==> src/rtl/elem_packer.sv <==
// elem_packer: single-clock width-up converter placed after cdc_fifo on its output clock domain.
// It packs PACK_COUNT consecutive ELEM_WIDTH-bit elements into one wide word. The first
// accepted element goes in the LSBs. An accumulator plus a one-word output register sustain one
// element per cycle. A second word parks in the accumulator (HOLD) while the output is stalled.
//
// Optional feature: define ELEM_PACKER_LAST_EN to add elem_in_last_i. A "last" beat then
// flushes a partial word, and any unused upper lanes of that word are zero.
//
// Ports:
//   clk_i            clock (rising edge)
//   arst_ni          asynchronous active-low reset
//   elem_in_i        input element
//   elem_in_valid_i  input element valid
//   elem_in_ready_o  block can accept an element (low only while a word is held)
//   elem_in_last_i   element closes the burst (ELEM_PACKER_LAST_EN only)
//   word_out_o       packed word
//   word_count_o     number of valid elements in word_out_o
//   word_out_valid_o output word valid
//   word_out_ready_i consumer accepts the word
module elem_packer #(
   parameter int unsigned ELEM_WIDTH = 4,
   parameter int unsigned PACK_COUNT = 4
) (
   input  logic                               clk_i,
   input  logic                               arst_ni,
   input  logic [ELEM_WIDTH-1:0]              elem_in_i,
   input  logic                               elem_in_valid_i,
   output logic                               elem_in_ready_o,
`ifdef ELEM_PACKER_LAST_EN
   input  logic                               elem_in_last_i,
`endif
   output logic [PACK_COUNT*ELEM_WIDTH-1:0]   word_out_o,
   output logic [$clog2(PACK_COUNT+1)-1:0]    word_count_o,
   output logic                               word_out_valid_o,
   input  logic                               word_out_ready_i
);

   localparam int unsigned AW = $clog2(PACK_COUNT);
   localparam int unsigned CW = $clog2(PACK_COUNT + 1);
   localparam int unsigned WW = PACK_COUNT * ELEM_WIDTH;
   localparam logic [AW-1:0] LastLane = AW'(PACK_COUNT - 1);

   typedef enum logic {StFill, StHold} state_e;

   state_e          r_state;
   logic [WW-1:0]   r_acc_data;
   logic [AW-1:0]   r_acc_cnt;
   logic [CW-1:0]   r_hold_cnt;
   logic [WW-1:0]   r_out_data;
   logic [CW-1:0]   r_out_cnt;
   logic            r_out_valid;

   logic [WW-1:0]   w_merged;
   logic [CW-1:0]   w_count;
   logic            w_accept;
   logic            w_close;
   logic            w_slot_free;

   assign elem_in_ready_o  = (r_state == StFill);
   assign word_out_o       = r_out_data;
   assign word_count_o     = r_out_cnt;
   assign word_out_valid_o = r_out_valid;

   assign w_accept    = elem_in_valid_i && elem_in_ready_o;
   assign w_slot_free = !r_out_valid || word_out_ready_i;
   assign w_count     = CW'(r_acc_cnt) + CW'(1);

`ifdef ELEM_PACKER_LAST_EN
   assign w_close = (r_acc_cnt == LastLane) || elem_in_last_i;
`else
   assign w_close = (r_acc_cnt == LastLane);
`endif

   // Accumulator with the current element dropped into lane r_acc_cnt. Lanes above it are
   // still zero because the accumulator is cleared whenever a word leaves it.
   always_comb begin
      w_merged = r_acc_data;
      for (int unsigned i = 0; i < PACK_COUNT; i++) begin
         if (r_acc_cnt == AW'(i)) begin
            w_merged[i*ELEM_WIDTH +: ELEM_WIDTH] = elem_in_i;
         end
      end
   end

   always_ff @(posedge clk_i or negedge arst_ni) begin
      if (!arst_ni) begin
         r_state     <= StFill;
         r_acc_data  <= '0;
         r_acc_cnt   <= '0;
         r_hold_cnt  <= '0;
         r_out_data  <= '0;
         r_out_cnt   <= '0;
         r_out_valid <= 1'b0;
      end else begin
         // A handshake frees the output. A load in the same cycle overrides this below.
         if (r_out_valid && word_out_ready_i) begin
            r_out_valid <= 1'b0;
         end
         unique case (r_state)
            StFill: begin
               if (w_accept) begin
                  if (w_close && w_slot_free) begin
                     r_out_data  <= w_merged;
                     r_out_cnt   <= w_count;
                     r_out_valid <= 1'b1;
                     r_acc_data  <= '0;
                     r_acc_cnt   <= '0;
                  end else if (w_close) begin
                     // Output busy: park the finished word and stall the input.
                     r_acc_data  <= w_merged;
                     r_hold_cnt  <= w_count;
                     r_state     <= StHold;
                  end else begin
                     r_acc_data  <= w_merged;
                     r_acc_cnt   <= r_acc_cnt + AW'(1);
                  end
               end
            end
            StHold: begin
               if (w_slot_free) begin
                  r_out_data  <= r_acc_data;
                  r_out_cnt   <= r_hold_cnt;
                  r_out_valid <= 1'b1;
                  r_acc_data  <= '0;
                  r_acc_cnt   <= '0;
                  r_state     <= StFill;
               end
            end
            default: r_state <= StFill;
         endcase
      end
   end

endmodule

==> config.mk <==
export PLATFORM = sky130hd
export DESIGN_NAME = elem_packer
export DESIGN_NICKNAME = d
export VERILOG_FILES = /design/src/rtl/elem_packer.sv
export SDC_FILE = /design/constraint.sdc
export NUM_CORES = 1
export LEC_CHECK = 0
export ABC_CLOCK_PERIOD_IN_PS = 2200
export CAP_MARGIN = 10
export CORE_MARGIN = 2
export CORE_UTILIZATION = 35
export DETAILED_ROUTE_END_ITERATION = 8
export PLACE_DENSITY = 0.56
export SYNTH_ARGS = -nofsm -noshare
export SYNTH_HDL_FRONTEND = slang
export SYNTH_SLANG_ARGS = --single-unit
==> constraint.sdc <==
create_clock -name clk_i -period 2.2 [get_ports clk_i]
set_input_delay 0.44 -clock clk_i [delete_from_list [all_inputs] [get_ports clk_i]]
set_output_delay 0.44 -clock clk_i [all_outputs]
set_load 0.02 [all_outputs]
-- Yosys cells after proc, flatten, opt, wreduce, memory -nomap -nowiden
Index checks and enable logic that the tools add are counted.
- reductions and logical operators: 10
- muxes and demuxes: 31
- bitwise operators: 2
- equality and inequality tests: 7
- add/sub/neg operators: 2
- operators with widths (operator ; number):
    $mux 16 ; 6
    $pmux 16 s2 ; 2
    $mux 4 ; 4
    $mux 3 ; 3
    $mux 1 ; 8
    $mux 2 ; 4
    $ne 2x1->1 const B ; 3
    $pmux 3 s2 ; 1
    $reduce_and 3->1 ; 2
    $eq 2x2->1 const B ; 2
    $pmux 1 s2 ; 2
    $pmux 2 s2 ; 1
    $reduce_and 4->1 ; 1
    $add 2x1->3 const B ; 1
    $logic_and 1x1->1 ; 3
    $ne 3x2->1 const B ; 1
    $add 2x1->2 const B ; 1
    $eq 2x1->1 const B ; 1
    $logic_not 2->1 ; 1
    $not 1->1 ; 2
    $reduce_and 2->1 ; 1
    $logic_not 1->1 ; 1
    $logic_or 1x1->1 ; 1
- logic and storage cells: 59
- input port bits: 8
- register bits: 42
- output and inout port bits: 21

-- Depth between registers and ports, before layout
- word-level depth: 6
- depth in mapped cells: 6
- depth with buffers taken out: 5

-- Worst setup path before layout
OpenSTA, ideal clock, no wires.
- path kind: register to register
- from: register r_acc_cnt[0]
- to: register r_hold_cnt[0]
- stages on the path, launching flop included: 7
- setup time: 125 ps
- data arrival time: 1430 ps
- path buffers: 2
- setup slack: 645 ps
- data required time: 2075 ps
- cells stage by stage: dfrtp_1 -> ha_1 -> buf_4 -> nand2b_1 -> buf_6 -> nor3_4 -> mux2_2
- longest elaborated chain between the ends: 4
- elaborated cells between the ends (all ways): 5
- classes of those cells: add/sub (1); eq/ne (1); bitwise (1); reduce/logical (2)
- RTL lines (element ; line ; text):
    from (decl) ; 47 ; logic [AW-1:0] r_acc_cnt;
    from (signal assigned) ; 115 ; r_acc_cnt <= r_acc_cnt + AW'(1);
    $eq 2x2->1 ; 71 ; assign w_close = (r_acc_cnt == LastLane);
    $logic_and 1x1->1 ; 102 ; if (w_close && w_slot_free) begin
    $not 1->1 (no source line) ; n/a ;
    $reduce_and 4->1 (no source line) ; n/a ;
    to (signal assigned) ; 111 ; r_hold_cnt <= w_count;
    to (decl) ; 48 ; logic [CW-1:0] r_hold_cnt;
Several ways; a longest one is shown, not always the timed one.
A chain may end at the register's enable or synchronous reset.

-- Worst setup path after layout
- from: register r_state
- to: output elem_in_ready_o
- longest elaborated chain between the ends: 1
- RTL lines (element ; line ; text):
    from (decl) ; 45 ; state_e r_state;
    from (signal assigned) ; 87 ; r_state <= StFill;
    from (signal assigned) ; 112 ; r_state <= StHold;
    from (signal assigned) ; 126 ; r_state <= StFill;
    $not 1->1 (no source line) ; n/a ;
    to (decl) ; 28 ; output logic elem_in_ready_o,
Every way passes these cells.

==> run_results.csv <==
group,metric,value,unit
synthesis,ys_warn_count,0,
placement,place.gp.congestion,0.839,
cells_and_area,seq_area,1050,sq um
synthesis,synth_top_cells_by_count,"dfrtp_1 (42), o21ai_0 (36), mux2i_1 (17)",
clock_network,numCtsBuffers,5,
worst_setup_path,cpPeakStageDelay,0.62,ns
sta,clock.fmax,504,MHz
global_route,grt_pass1_vias,1428,
sta,hold_violations,0,
global_route,grt_antenna_before_repair,0,
global_route,grt_max_degree,43,
die,start_util,0.357,
power,power_density,1290,nW/um^2
worst_setup_path,crit_buf_inv,2,
detailed_routing,num_vias,1428,
power,vdd_drop_max,0.000503,V
clock_network,cts_tree,"built",
detailed_routing,viasPerCell,5.23,
die,floorplan.die_area,6120,sq um
placement,numPortBuffers,28,
worst_setup_path,crit_fanout,8,
worst_setup_path,crit_type,"flip-flop to output pin",
clock_network,root_buffer,"clkbuf_8",
sta,setup_viol,0,
worst_setup_path,cp_cell_sequence,"inv_1, clkdlybuf4s50_1",
die,die_w,78.2,um
die,pin_count,29,
sta,rsz0062_at_grt,"false",
synthesis,async_reset_ff_frac,1.00,
sta,slew_headroom,0.651,
synthesis,synth_nets,183,
detailed_routing,ant_nets,0,
detailed_routing,wl_per_cell,16.0,um
clock_network,clock_path_buffers,2,
clock_network,worstSkewPairLatency,0.29,ns
worst_setup_path,cp_top_family,"buffers and inverters",
placement,post-place-ws,0.152,ns
cells_and_area,drive_above_1_share,0.114,
global_route,gr-total-overflow,0,
clock_network,cts.clk_slew.worst_paths,0.08,ns
placement,hpwl,3100,um
cells_and_area,n_antenna_cell,0,
clock_network,cts_setup_buffers,0,
clock_network,clkSinkCount,42,
sta,worst_pin_slew,0.524,ns
synthesis,synth-seq-cells,42,
synthesis,yosys-top-cells-area,"dfrtp_1 (55%), o21ai_0 (9.3%), mux2i_1 (8.8%), a22o_1 (7.3%), ha_1 (2.6%)",
synthesis,ys.flop_type,"dfrtp_1",
clock_network,hold_buffers,0,
synthesis,syn-cell-area,1930,sq um
sta,period_minus_slack,1.98,ns
detailed_routing,dr.pass1.iters,4,
worst_setup_path,cp.arrival,1.54,ns
global_route,grt_pass1_wl,7350,um
clock_network,cts.repair.resized,0,
run_status,status,"completed",
die,coreArea,5410,sq um
sta,fin_ws,0.215,ns
sta,holdWs,0.195,ns
synthesis,yosys.area.top_type,"dfrtp_1",
run,max_cap_violations,0,
power,p_leak,1.10,nW
detailed_routing,first_iter_violations,87,
min_path,hold_path.class,"input port to async pin",
die,rows,27,
synthesis,ys_types,30,
cells_and_area,areaGrowthSynthToFinish,23.6,%
synthesis,syn_inst,171,
synthesis,seq_area_frac_synth,0.545,
synthesis,synth-edff-count,0,
sta,setup_tns,0,ns
global_route,grt_use_total,0.157,
sta,skew,0.00588,ns
cells_and_area,nets,212,
cells_and_area,final_cells,273,
synthesis,synth_top_area_share,0.545,
worst_setup_path,cp.required,1.76,ns
clock_network,htreeDepth,2,
placement,placed_cells,265,
worst_setup_path,endpoint_kind,"output pin",
synthesis,yosysMostFrequentCell,"dfrtp_1",
cells_and_area,n_fill_cell,538,
detailed_routing,totalWireLength,4360,um
worst_setup_path,slowest_stage,"clkdlybuf4s50_1",
die,fp.dieH,78.2,um
cells_and_area,multi_input_area,785,sq um
sta,drv_slew,0,
detailed_routing,drc_errors,0,
worst_setup_path,startpoint_type,"flip-flop",
sta,period_share,0.902,
synthesis,avgSynthCellArea,11.3,sq um
power breakdown:
part	switching, W	internal, W	total, W
clock	0.000253	0.000253	0.000506
combinational	0.000681	0.000641	0.00132
sequential	0.000173	0.00107	0.00125
state kept, by name, summed over array words and instances (netlist names):
name / flops
word_out_o: 16
r_state: 1
r_hold_cnt: 3
r_acc_cnt: 2
r_acc_data: 16
word_count_o: 3
word_out_valid_o: 1
cell families after synthesis:
logic type,Yosys count,synth area share
AO/OA/AOI/OAI,67,0.222
flip-flops,42,0.545
buffers and inverters,20,0.0480
multiplexers,19,0.0999
AND/OR/NAND/NOR,19,0.0590
adder cells (fa/ha/maj),4,0.0260
cell usage in the layout, fill, tap and decap left out:
cell | netlist | routed
a2bb2oi_1 | 1 | 1
a22o_1 | 16 | 16
clkdlybuf4s50_1 | 0 | 27
ha_1 | 4 | 4
nor2b_1 | 2 | 2
nor3_4 | 1 | 1
nor3_1 | 1 | 1
a311o_1 | 1 | 1
nand2b_1 | 4 | 4
a21o_2 | 1 | 1
mux2i_1 | 17 | 17
clkinv_2 | 0 | 1
nand2_1 | 3 | 3
nor2_1 | 4 | 4
a2111oi_0 | 1 | 1
o32a_1 | 1 | 1
a21boi_1 | 3 | 3
inv_1 | 4 | 4
nand3b_1 | 3 | 3
buf_2 | 1 | 1
a21oi_1 | 5 | 5
mux2_2 | 2 | 2
dfrtp_1 | 42 | 42
o21ai_0 | 36 | 36
clkbuf_8 | 0 | 6
o21ai_1 | 1 | 1
clkbuf_1 | 8 | 1
buf_4 | 2 | 10
o32ai_1 | 1 | 1
or2_2 | 1 | 1
metrics by stage:
step                 util  power (W)  instance area (sq um)
floorplan               -    0.00205                   1930
global placement    0.424    0.00256                   2290
detailed placement  0.424    0.00260                   2290
CTS                 0.441    0.00311                   2380
global route        0.441    0.00330                   2380
finish              0.441    0.00308                   2380
area by class of cell:
| cell class | instances | share of cell area |
|---|---|---|
| Sequential cell | 42 | 0.441 |
| Multi-Input combinational cell | 109 | 0.329 |
| Timing Repair Buffer | 38 | 0.147 |
| Tap cell | 72 | 0.0378 |
| Clock buffer | 7 | 0.0362 |
| Inverter | 4 | 0.00630 |
| Clock inverter | 1 | 0.00210 |
worst paths after layout:
check | from | end | slack (ns) | cells after the start
worst min register to register | r_hold_cnt[2] | r_hold_cnt[2] | 0.48 | 1
worst max register to register | r_acc_cnt[0] | r_hold_cnt[0] | 0.54 | 4
min in group clk_i | r_hold_cnt[2] | r_hold_cnt[2] | 0.48 | 1
worst max-delay path | r_state | elem_in_ready_o | 0.22 | 2
max in group asynchronous | arst_ni | r_acc_cnt[1] | 1.63 | 2
worst min-delay path | arst_ni | word_count_o[1] | 0.20 | 2
metal layers:
metal | wire (um) | up-vias | track usage
met5 | 0 | - | 0
met4 | 65 | 0 | 0.0632
met3 | 156 | 7 | 0.0356
met2 | 2110 | 26 | 0.248
met1 | 2030 | 716 | 0.208
li1 | - | 679 | -
Note: power is estimated with default switching activity, not from simulation.
